==> src/rtl/calc_pkg.sv <==
// Shared types for the keypad calculator: FSM states, operator key codes
// and the scanner-code to decimal-digit map.
package calc_pkg;

    typedef enum logic [1:0] {
        ENTER_A = 2'd0,
        ENTER_B = 2'd1,
        RESULT  = 2'd2,
        ERROR   = 2'd3
    } state_t;

    localparam logic [4:0] KEY_PLUS  = 5'd3;
    localparam logic [4:0] KEY_MINUS = 5'd11;
    localparam logic [4:0] KEY_EQ    = 5'd7;
    localparam logic [4:0] KEY_CLR   = 5'd12;

    typedef struct packed {
        logic       valid;
        logic [3:0] digit;
    } digit_t;

    // The keypad matrix is not laid out in numeric order.
    function automatic digit_t key_to_digit(input logic [4:0] code);
        digit_t d;
        d.valid = 1'b1;
        d.digit = 4'd0;
        case (code)
            5'd0:    d.digit = 4'd1;
            5'd1:    d.digit = 4'd2;
            5'd2:    d.digit = 4'd3;
            5'd4:    d.digit = 4'd4;
            5'd5:    d.digit = 4'd5;
            5'd6:    d.digit = 4'd6;
            5'd8:    d.digit = 4'd7;
            5'd9:    d.digit = 4'd8;
            5'd10:   d.digit = 4'd9;
            5'd13:   d.digit = 4'd0;
            default: d.valid = 1'b0;
        endcase
        return d;
    endfunction

endpackage

==> src/rtl/key_event_detect.sv <==
// Samples the scanner on a divided tick and emits one registered event per
// key release, carrying the last code seen while the key was held.
module key_event_detect #(
    parameter int DIV_LOG2 = 10
) (
    input  logic       clk_i,
    input  logic       rst_i,
    input  logic       key_flag_i,
    input  logic [4:0] key_code_i,
    output logic       ev_valid_o,
    output logic [4:0] ev_code_o
);

    logic       tick;
    logic       prev_flag_q;
    logic [4:0] code_q;
    logic       ev_valid_q;
    logic [4:0] ev_code_q;

    generate
        if (DIV_LOG2 == 0) begin : g_no_div
            assign tick = 1'b1;
        end else begin : g_div
            logic [DIV_LOG2-1:0] div_q;
            always_ff @(posedge clk_i) begin
                if (rst_i) begin
                    div_q <= '0;
                end else begin
                    div_q <= div_q + DIV_LOG2'(1);
                end
            end
            assign tick = &div_q;
        end
    endgenerate

    always_ff @(posedge clk_i) begin
        if (rst_i) begin
            prev_flag_q <= 1'b0;
            code_q      <= '0;
            ev_valid_q  <= 1'b0;
            ev_code_q   <= '0;
        end else begin
            ev_valid_q <= 1'b0;
            if (tick) begin
                prev_flag_q <= key_flag_i;
                if (key_flag_i) begin
                    code_q <= key_code_i;
                end
                if (!key_flag_i && prev_flag_q) begin
                    ev_valid_q <= 1'b1;
                    ev_code_q  <= code_q;
                end
            end
        end
    end

    assign ev_valid_o = ev_valid_q;
    assign ev_code_o  = ev_code_q;

endmodule

==> src/rtl/keypad_calc_core.sv <==
// Keypad calculator: multi-digit entry, add/subtract with sign, result
// chaining and a sticky error state left only by the clear key.
//
// state   | meaning
// ENTER_A | typing first operand
// ENTER_B | operator latched, typing second operand
// RESULT  | showing result magnitude and sign
// ERROR   | chained result out of range; wait for clear
module keypad_calc_core
    import calc_pkg::*;
#(
    parameter int W        = 10,
    parameter int DIGITS   = 3,
    parameter int DIV_LOG2 = 10
) (
    input  logic         clk_in,
    input  logic         rst,
    input  logic         key_flag,
    input  logic [4:0]   key_code,
    output logic [W:0]   value,
    output logic         neg,
    output logic         err,
    output logic [1:0]   state_o,
    output logic         result_valid
);

    localparam int NW = $clog2(DIGITS + 1);

    logic       ev_valid;
    logic [4:0] ev_code;

    key_event_detect #(.DIV_LOG2(DIV_LOG2)) u_key_event_detect (
        .clk_i      (clk_in),
        .rst_i      (rst),
        .key_flag_i (key_flag),
        .key_code_i (key_code),
        .ev_valid_o (ev_valid),
        .ev_code_o  (ev_code)
    );

    state_t        state_q, state_d;
    logic [W-1:0]  entry_q, entry_d;
    logic [NW-1:0] ndig_q,  ndig_d;
    logic [W-1:0]  a_q,     a_d;
    logic          sub_q,   sub_d;
    logic [W:0]    r_q,     r_d;
    logic          neg_q,   neg_d;
    logic          rv_q,    rv_d;

    digit_t kd;
    logic   is_op;
    logic   op_sub;

    always_ff @(posedge clk_in) begin
        if (rst) begin
            state_q <= ENTER_A;
            entry_q <= '0;
            ndig_q  <= '0;
            a_q     <= '0;
            sub_q   <= 1'b0;
            r_q     <= '0;
            neg_q   <= 1'b0;
            rv_q    <= 1'b0;
        end else begin
            state_q <= state_d;
            entry_q <= entry_d;
            ndig_q  <= ndig_d;
            a_q     <= a_d;
            sub_q   <= sub_d;
            r_q     <= r_d;
            neg_q   <= neg_d;
            rv_q    <= rv_d;
        end
    end

    always_comb begin
        state_d = state_q;
        entry_d = entry_q;
        ndig_d  = ndig_q;
        a_d     = a_q;
        sub_d   = sub_q;
        r_d     = r_q;
        neg_d   = neg_q;
        rv_d    = 1'b0;
        kd      = key_to_digit(ev_code);
        is_op   = (ev_code == KEY_PLUS) || (ev_code == KEY_MINUS);
        op_sub  = (ev_code == KEY_MINUS);

        if (ev_valid) begin
            if (ev_code == KEY_CLR) begin
                state_d = ENTER_A;
                entry_d = '0;
                ndig_d  = '0;
                a_d     = '0;
                sub_d   = 1'b0;
                r_d     = '0;
                neg_d   = 1'b0;
            end else begin
                case (state_q)
                    ENTER_A, ENTER_B: begin
                        if (kd.valid) begin
                            // A full entry ignores further digits rather than wrapping.
                            if (ndig_q < NW'(DIGITS)) begin
                                entry_d = entry_q * W'(10) + W'(kd.digit);
                                ndig_d  = ndig_q + 1'b1;
                            end
                        end else if (is_op) begin
                            sub_d = op_sub;
                            if (state_q == ENTER_A) begin
                                a_d     = entry_q;
                                entry_d = '0;
                                ndig_d  = '0;
                                state_d = ENTER_B;
                            end
                        end else if (ev_code == KEY_EQ && state_q == ENTER_B) begin
                            if (!sub_q) begin
                                r_d   = {1'b0, a_q} + {1'b0, entry_q};
                                neg_d = 1'b0;
                            end else if (a_q >= entry_q) begin
                                r_d   = {1'b0, a_q - entry_q};
                                neg_d = 1'b0;
                            end else begin
                                r_d   = {1'b0, entry_q - a_q};
                                neg_d = 1'b1;
                            end
                            rv_d    = 1'b1;
                            entry_d = '0;
                            ndig_d  = '0;
                            state_d = RESULT;
                        end
                    end
                    RESULT: begin
                        if (kd.valid) begin
                            a_d     = '0;
                            entry_d = W'(kd.digit);
                            ndig_d  = NW'(1);
                            neg_d   = 1'b0;
                            state_d = ENTER_A;
                        end else if (is_op) begin
                            // Only a non-negative result that fits in W bits can seed the next operand.
                            if (!neg_q && !r_q[W]) begin
                                a_d     = r_q[W-1:0];
                                sub_d   = op_sub;
                                entry_d = '0;
                                ndig_d  = '0;
                                state_d = ENTER_B;
                            end else begin
                                state_d = ERROR;
                            end
                        end
                    end
                    ERROR: begin
                        state_d = ERROR;
                    end
                    default: begin
                        state_d = ENTER_A;
                    end
                endcase
            end
        end
    end

    always_comb begin
        value = '0;
        case (state_q)
            ENTER_A, ENTER_B: value = {1'b0, entry_q};
            RESULT:           value = r_q;
            default:          value = '0;
        endcase
    end

    assign neg          = neg_q;
    assign err          = (state_q == ERROR);
    assign state_o      = state_q;
    assign result_valid = rv_q;

endmodule

==> config.mk <==
export PLATFORM = sky130hd
export DESIGN_NAME = keypad_calc_core
export DESIGN_NICKNAME = d
export VERILOG_FILES = /design/src/rtl/calc_pkg.sv /design/src/rtl/key_event_detect.sv /design/src/rtl/keypad_calc_core.sv
export SDC_FILE = /design/constraint.sdc
export NUM_CORES = 1
export LEC_CHECK = 0
export ABC_AREA = 1
export CAP_MARGIN = 30
export CORE_MARGIN = 8
export CORE_UTILIZATION = 35
export DETAILED_ROUTE_END_ITERATION = 8
export MAX_ROUTING_LAYER = met4
export RECOVER_POWER = 50
export SYNTH_ARGS = -nofsm -noshare
export SYNTH_HDL_FRONTEND = slang
export SYNTH_SLANG_ARGS = --single-unit
==> constraint.sdc <==
create_clock -name clk_in -period 6.15 [get_ports clk_in]
set_input_delay 1.23 -clock clk_in [delete_from_list [all_inputs] [get_ports clk_in]]
set_output_delay 1.23 -clock clk_in [all_outputs]
set_load 0.005 [all_outputs]
Word level (Yosys, flattened, before mapping)
Cells that the tools add are included.
{"block": "word_totals", "reg_bits": 60, "inputBits": 8, "out_inout_bits": 16, "elab_cells": 148}
{"block": "op_classes", "add_sub_neg": 6, "multipliers": 1, "n_lt_le_gt_ge": 2, "eq_ne": 34, "mux": 64, "bitwise_logic": 3, "reduce_logical": 25}
{"operator": "$mux W10", "count": 17}
{"operator": "$mux W11", "count": 6}
{"operator": "$pmux W10 S2", "count": 2}
{"operator": "$pmux W4 S9", "count": 1}
{"operator": "$mux W2", "count": 17}
{"operator": "$eq A5 B4 Y1 const B", "count": 6}
{"operator": "$ne A3 B3 Y1 const B", "count": 9}
{"operator": "$pmux W11 S2", "count": 1}
{"operator": "$reduce_and A11 Y1", "count": 2}
{"operator": "$reduce_and A7 Y1", "count": 3}
{"operator": "$eq A5 B3 Y1 const B", "count": 4}
{"operator": "$ne A4 B4 Y1 const B", "count": 5}
{"operator": "$sub A10 B10 Y10", "count": 2}
{"operator": "$mux W1", "count": 16}
{"operator": "$add A10 B10 Y11", "count": 1}
{"operator": "$add A10 B1 Y10 const B", "count": 1}
{"operator": "$add A10 B4 Y10", "count": 1}
{"operator": "$eq A5 B2 Y1 const B", "count": 2}
{"operator": "$ge A10 B10 Y1", "count": 1}
{"operator": "$mul A10 B3 Y9 const B", "count": 1}
{"operator": "$ne A5 B5 Y1 const B", "count": 2}
{"operator": "$reduce_and A10 Y1", "count": 1}
{"operator": "$reduce_and A5 Y1", "count": 2}
{"operator": "$reduce_or A10 Y1", "count": 1}
{"operator": "20 further kinds", "count": 31}

Longest topological paths before layout
{"block": "depth", "depth_word": 8, "ltp_mapped": 19, "depth_no_buf": 19}

By module
A second synthesis with hierarchy kept.
{"block": "unflattened", "hier_cells": 890, "hier_area_um2": 5479.0}
{"module": "keypad_calc_core", "instances": 1, "cells_each": 745, "area_per_inst_um2": 4409.2, "seq_area_each_um2": 760.7}
{"module": "key_event_detect", "instances": 1, "cells_each": 145, "area_per_inst_um2": 1069.8, "seq_area_each_um2": 440.4}

Worst setup path before layout
No wires, ideal clock.
{"block": "synth_timing", "path_type": "register -> output", "start": "register state_q[1] (netlist: state_o[1])", "end": "output port value[0]", "arrival_ps": 1444, "t_required_ps": 4920, "setup_slack_ps": 3476, "path_stages_with_launch": 8, "n_path_buf": 3, "cell_sequence": "dfxtp_1 > buf_2 > nand2_2 > inv_2 > clkbuf_1 > buf_1 > nand2_1 > o21ai_0"}
{"block": "synth_via", "elab_chain_len": 3, "elab_cells_between_ends": 5, "classes_between": "eq/ne (2); mux (1); reduce/logical (2)"}
{"element": "start, declared", "line_no": "keypad_calc_core.sv:41", "rtl": "state_t state_q, state_d;"}
{"element": "start signal, assigned", "line_no": "keypad_calc_core.sv:65", "rtl": "state_q <= state_d;"}
{"element": "$eq A2 B1 Y1 or $logic_not A2 Y1 (tied branches)", "line_no": "keypad_calc_core.sv:165", "rtl": "case (state_q)"}
{"element": "$reduce_or A2 Y1", "line_no": "keypad_calc_core.sv:165"}
{"element": "$pmux W11 S2 *", "line_no": "keypad_calc_core.sv:165"}
{"element": "end, declared", "line_no": "keypad_calc_core.sv:20", "rtl": "output logic [W:0] value,"}
Every way passes the cells marked *; elsewhere a longest branch is shown, timed or not.

Worst setup path in the final report
{"block": "layout_timing", "start": "input port rst", "end": "register rv_q (netlist: result_valid)"}
{"block": "layout_via", "elab_chain_len": 1}
{"element": "start, declared", "line_no": "keypad_calc_core.sv:17", "rtl": "input logic rst,"}
{"element": "$reduce_or A6 Y1 (no source line)"}
{"element": "end signal, assigned", "line_no": "keypad_calc_core.sv:72", "rtl": "rv_q <= rv_d;"}
{"element": "end, declared", "line_no": "keypad_calc_core.sv:48", "rtl": "logic rv_q, rv_d;"}
No other way between the ends.
A chain may end at the register's enable or synchronous reset.

==> impl_metrics.env <==
export IMPL_final_instance_count_excl_fill=1046
export IMPL_synth_edf_count=0
export IMPL_numPortBuffers=23
export IMPL_place_congestion=0.876
export IMPL_wire_per_inst_um=13.5
export IMPL_dpl_hpwl_um=10900
export IMPL_cts_hold_buf=0
export IMPL_arrival_ps=4310
export IMPL_grt_remaining_overflow=0
export IMPL_leakage_nw=2.73
export IMPL_htreeDepth=3
export IMPL_avgViaCountPerCell=4.94
export IMPL_failed_checks="max-capacitance violations, max-slew violations"
export IMPL_clock_latency_ps=330
export IMPL_reg2reg_from="state_o[1]"
export IMPL_io_pins=24
export IMPL_cts_buffer_depth=2
export IMPL_worstReg2RegEnd="entry_q[3]"
export IMPL_clock_sinks=60
export IMPL_dieArea_um2=19100
export IMPL_num_antenna_cells=0
export IMPL_area_growth_pct=12.5
export IMPL_async_flop_share=0
export IMPL_met3_usage=0.0260
export IMPL_yosysSeqAreaShare=0.229
export IMPL_yosysUniqueCellTypes=40
export IMPL_crit_type="in2reg"
export IMPL_startpoint_type="primary input"
export IMPL_drc_errors=0
export IMPL_grtUsageTotal=0.149
export IMPL_min_to="u_key_event_detect.g_div.div_q[0]"
export IMPL_synth_top_area_frac=0.229
export IMPL_cts_buffers=9
export IMPL_path_clk_slew_ps=60
export IMPL_grt_max_degree=30
export IMPL_period_needed_ps=4100
export IMPL_yosys_warnings=0
export IMPL_finalSetupViolCount=0
export IMPL_fillCellCount=1574
export IMPL_start_util=0.359
export IMPL_syn_area_um2=5240
export IMPL_cts_tree="yes"
export IMPL_die_height_um=138
export IMPL_holdPathStages=1
export IMPL_post_route_util=0.404
export IMPL_netlist_top_cells_area="dfxtp_1 23%, nand2_1 17%, ha_1 11%"
export IMPL_max_slew_worst_pin_slew_ps=1560
export IMPL_post_cts_setup_buffer_count=0
export IMPL_finalWirelength_um=14200
export IMPL_synth_top_area_cell="dfxtp_1"
export IMPL_hp_start="u_key_event_detect.g_div.div_q[0]"
export IMPL_fmaxAchievable_mhz=244
export IMPL_die_w_um=138
export IMPL_antenna_found_initial=0
export IMPL_cp_max_fo=29
export IMPL_dp_cells=1030
export IMPL_grt_pass1_wl_um=23500
export IMPL_syn_nets=909
export IMPL_drtIter0Drc=293
export IMPL_drtAntennaViolNets=0
export IMPL_drive_above_1_share=0.0557
export IMPL_top_usage_layer="met2"
export IMPL_ys_flop_type="dfxtp_1"
export IMPL_finalCritPeriodShare=0.666
export IMPL_max_cap_violations=1
export IMPL_syn_inst=851
export IMPL_status="finished with violations"
export IMPL_grtUsageMet1=0.180
export IMPL_syn_avg_cell_area_um2=6.15
export IMPL_setup_slack_ps=2050
export IMPL_ys_seq_elements=60
export IMPL_hold_viol_final=0
export IMPL_worstRegToRegCells=11
export IMPL_drv_slew=30
export IMPL_place_ws_ps=2690
export IMPL_ir_drop_mv=0.117
export IMPL_hold_path_class="reg2reg"
export IMPL_fin_worst_skew_ps=10.2
export IMPL_power_density_nw_per_um2=170
export IMPL_fin_nets=915
export IMPL_core_area_um2=14600
export IMPL_rsz0062_at_grt="no"
export IMPL_ctsResizeCount=0
export IMPL_firstDrtPassIters=6
export IMPL_via_count=5163
export IMPL_grt_pass1_vias=4845
export IMPL_worstPathRequired_ps=6370
export IMPL_r2r_setup_slack_ps=3160
export IMPL_fin_setup_tns_ps=0
export IMPL_grt_util_met2=0.253
export IMPL_num_rows=44
export IMPL_slew_headroom=-0.0371
export IMPL_cts_root_buf="clkbuf_16"
export IMPL_crit_path_end_kind="register"
metal layers:
layer,share of wire,up-vias,routed length (um)
li1,-,2726,-
met1,0.48,2331,6770
met2,0.47,93,6710
met3,0.039,13,549
met4,0.0084,0,119
met5,0,-,0
area by class of cell:
class                   count  area [um2]  share of cell area
flip-flops and latches     60        1200               0.204
clock inverters             4        95.1              0.0161
clock buffers              12         256              0.0436
multi-input cells         642        3420               0.581
repair buffers             25         238              0.0404
well taps                 184         230              0.0391
inverters                 119         447              0.0759
worst max-delay path, stage by stage:
cell	delay (ps)
dlygate4sd3_1	520
clkbuf_1	1130
inv_1	610
clkbuf_1	520
nand4_1	230
nor2_1	60
Yosys cell counts, types with 4 or more instances:
library cell and n:
clkbuf_1 11, nor3_1 17, o21ai_1 4, fa_1 5
nand3_2 5, nor2_1 91, a21oi_1 59, buf_2 10
ha_1 45, nor2_4 5, xor2_1 14, nand2_1 239
dfxtp_1 60, inv_1 111, o21ai_0 45, buf_6 4
nand3_1 62, o22ai_1 10, nand2_2 7, nand4_1 9
inv_2 7
power breakdown:
group	leakage, nW	switching (mW)	internal, mW	total (mW)
Combinational	2.08	0.0112	0.00704	0.0183
Sequential	0.484	0.00102	0.391	0.392
Clock	0.173	0.175	0.417	0.592
Total	2.73	0.187	0.815	1.00
how the worst max path moves through the flow:
stage	startpoint	endpoint	depth (start not counted)
floorplan	state_o[1]	value[0]	7
global placement	state_o[1]	value[4]	5
detailed placement	state_o[1]	value[4]	5
CTS	state_o[1]	value[4]	5
global route	rst	result_valid	6
finish	rst	result_valid	6
cells in the final DEF, fill, tap and decap left out, types with 2 or more instances in the layout:
| master | netlist | final |
|---|---|---|
| inv_2 | 7 | 6 |
| nor3b_1 | 2 | 2 |
| xor2_1 | 14 | 14 |
| nand3_1 | 62 | 62 |
| clkbuf_16 | 0 | 9 |
| o21ai_0 | 45 | 48 |
| nand3b_1 | 3 | 3 |
| clkbuf_1 | 11 | 3 |
| nor2_4 | 5 | 5 |
| inv_1 | 111 | 112 |
| nor2_2 | 3 | 3 |
| nand3_2 | 5 | 5 |
| nand2_1 | 239 | 239 |
| nand4_1 | 9 | 9 |
| dlygate4sd3_1 | 0 | 4 |
| xnor2_1 | 2 | 2 |
| nor2_1 | 91 | 91 |
| bufinv_16 | 0 | 3 |
| clkbuf_8 | 0 | 2 |
| fa_1 | 5 | 5 |
| nor3_1 | 17 | 17 |
| a21o_1 | 2 | 2 |
| nand2_2 | 7 | 7 |
| o22ai_1 | 10 | 10 |
| dfxtp_1 | 60 | 60 |
| a21oi_1 | 59 | 59 |
| ha_1 | 45 | 45 |
| clkdlybuf4s50_1 | 0 | 19 |
| or2_2 | 3 | 3 |
cell families after synthesis:
| logic type | synth area share |
|---|---|
| adders and majority gates | 0.127 |
| buffers and inverters | 0.117 |
| AOI/OAI and AO/OA | 0.126 |
| DFF | 0.229 |
| and+or+nand+nor | 0.374 |
| xor gates and xnor gates | 0.0268 |
registers in the layout (all words and copies together) (netlist names):
| signal | count |
|---|---|
| neg | 1 |
| u_key_event_detect.ev_valid_o | 1 |
| ndig_q | 2 |
| r_q | 11 |
| u_key_event_detect.prev_flag_q | 1 |
| state_o | 2 |
| entry_q | 10 |
| a_q | 10 |
| sub_q | 1 |
| u_key_event_detect.code_q | 5 |
| u_key_event_detect.ev_code_o | 5 |
| result_valid | 1 |
| u_key_event_detect.g_div.div_q | 10 |
per-stage QoR:
stage	hold slack [ps]	cell area (um2)	power, mW
after floorplan	418	5240	0.410
after global placement	429	5540	0.419
after detailed placement	441	5560	0.421
after CTS	451	5920	1.01
after global routing	485	5890	1.03
final	450	5890	1.00
Power figures use the tool's default switching activity.
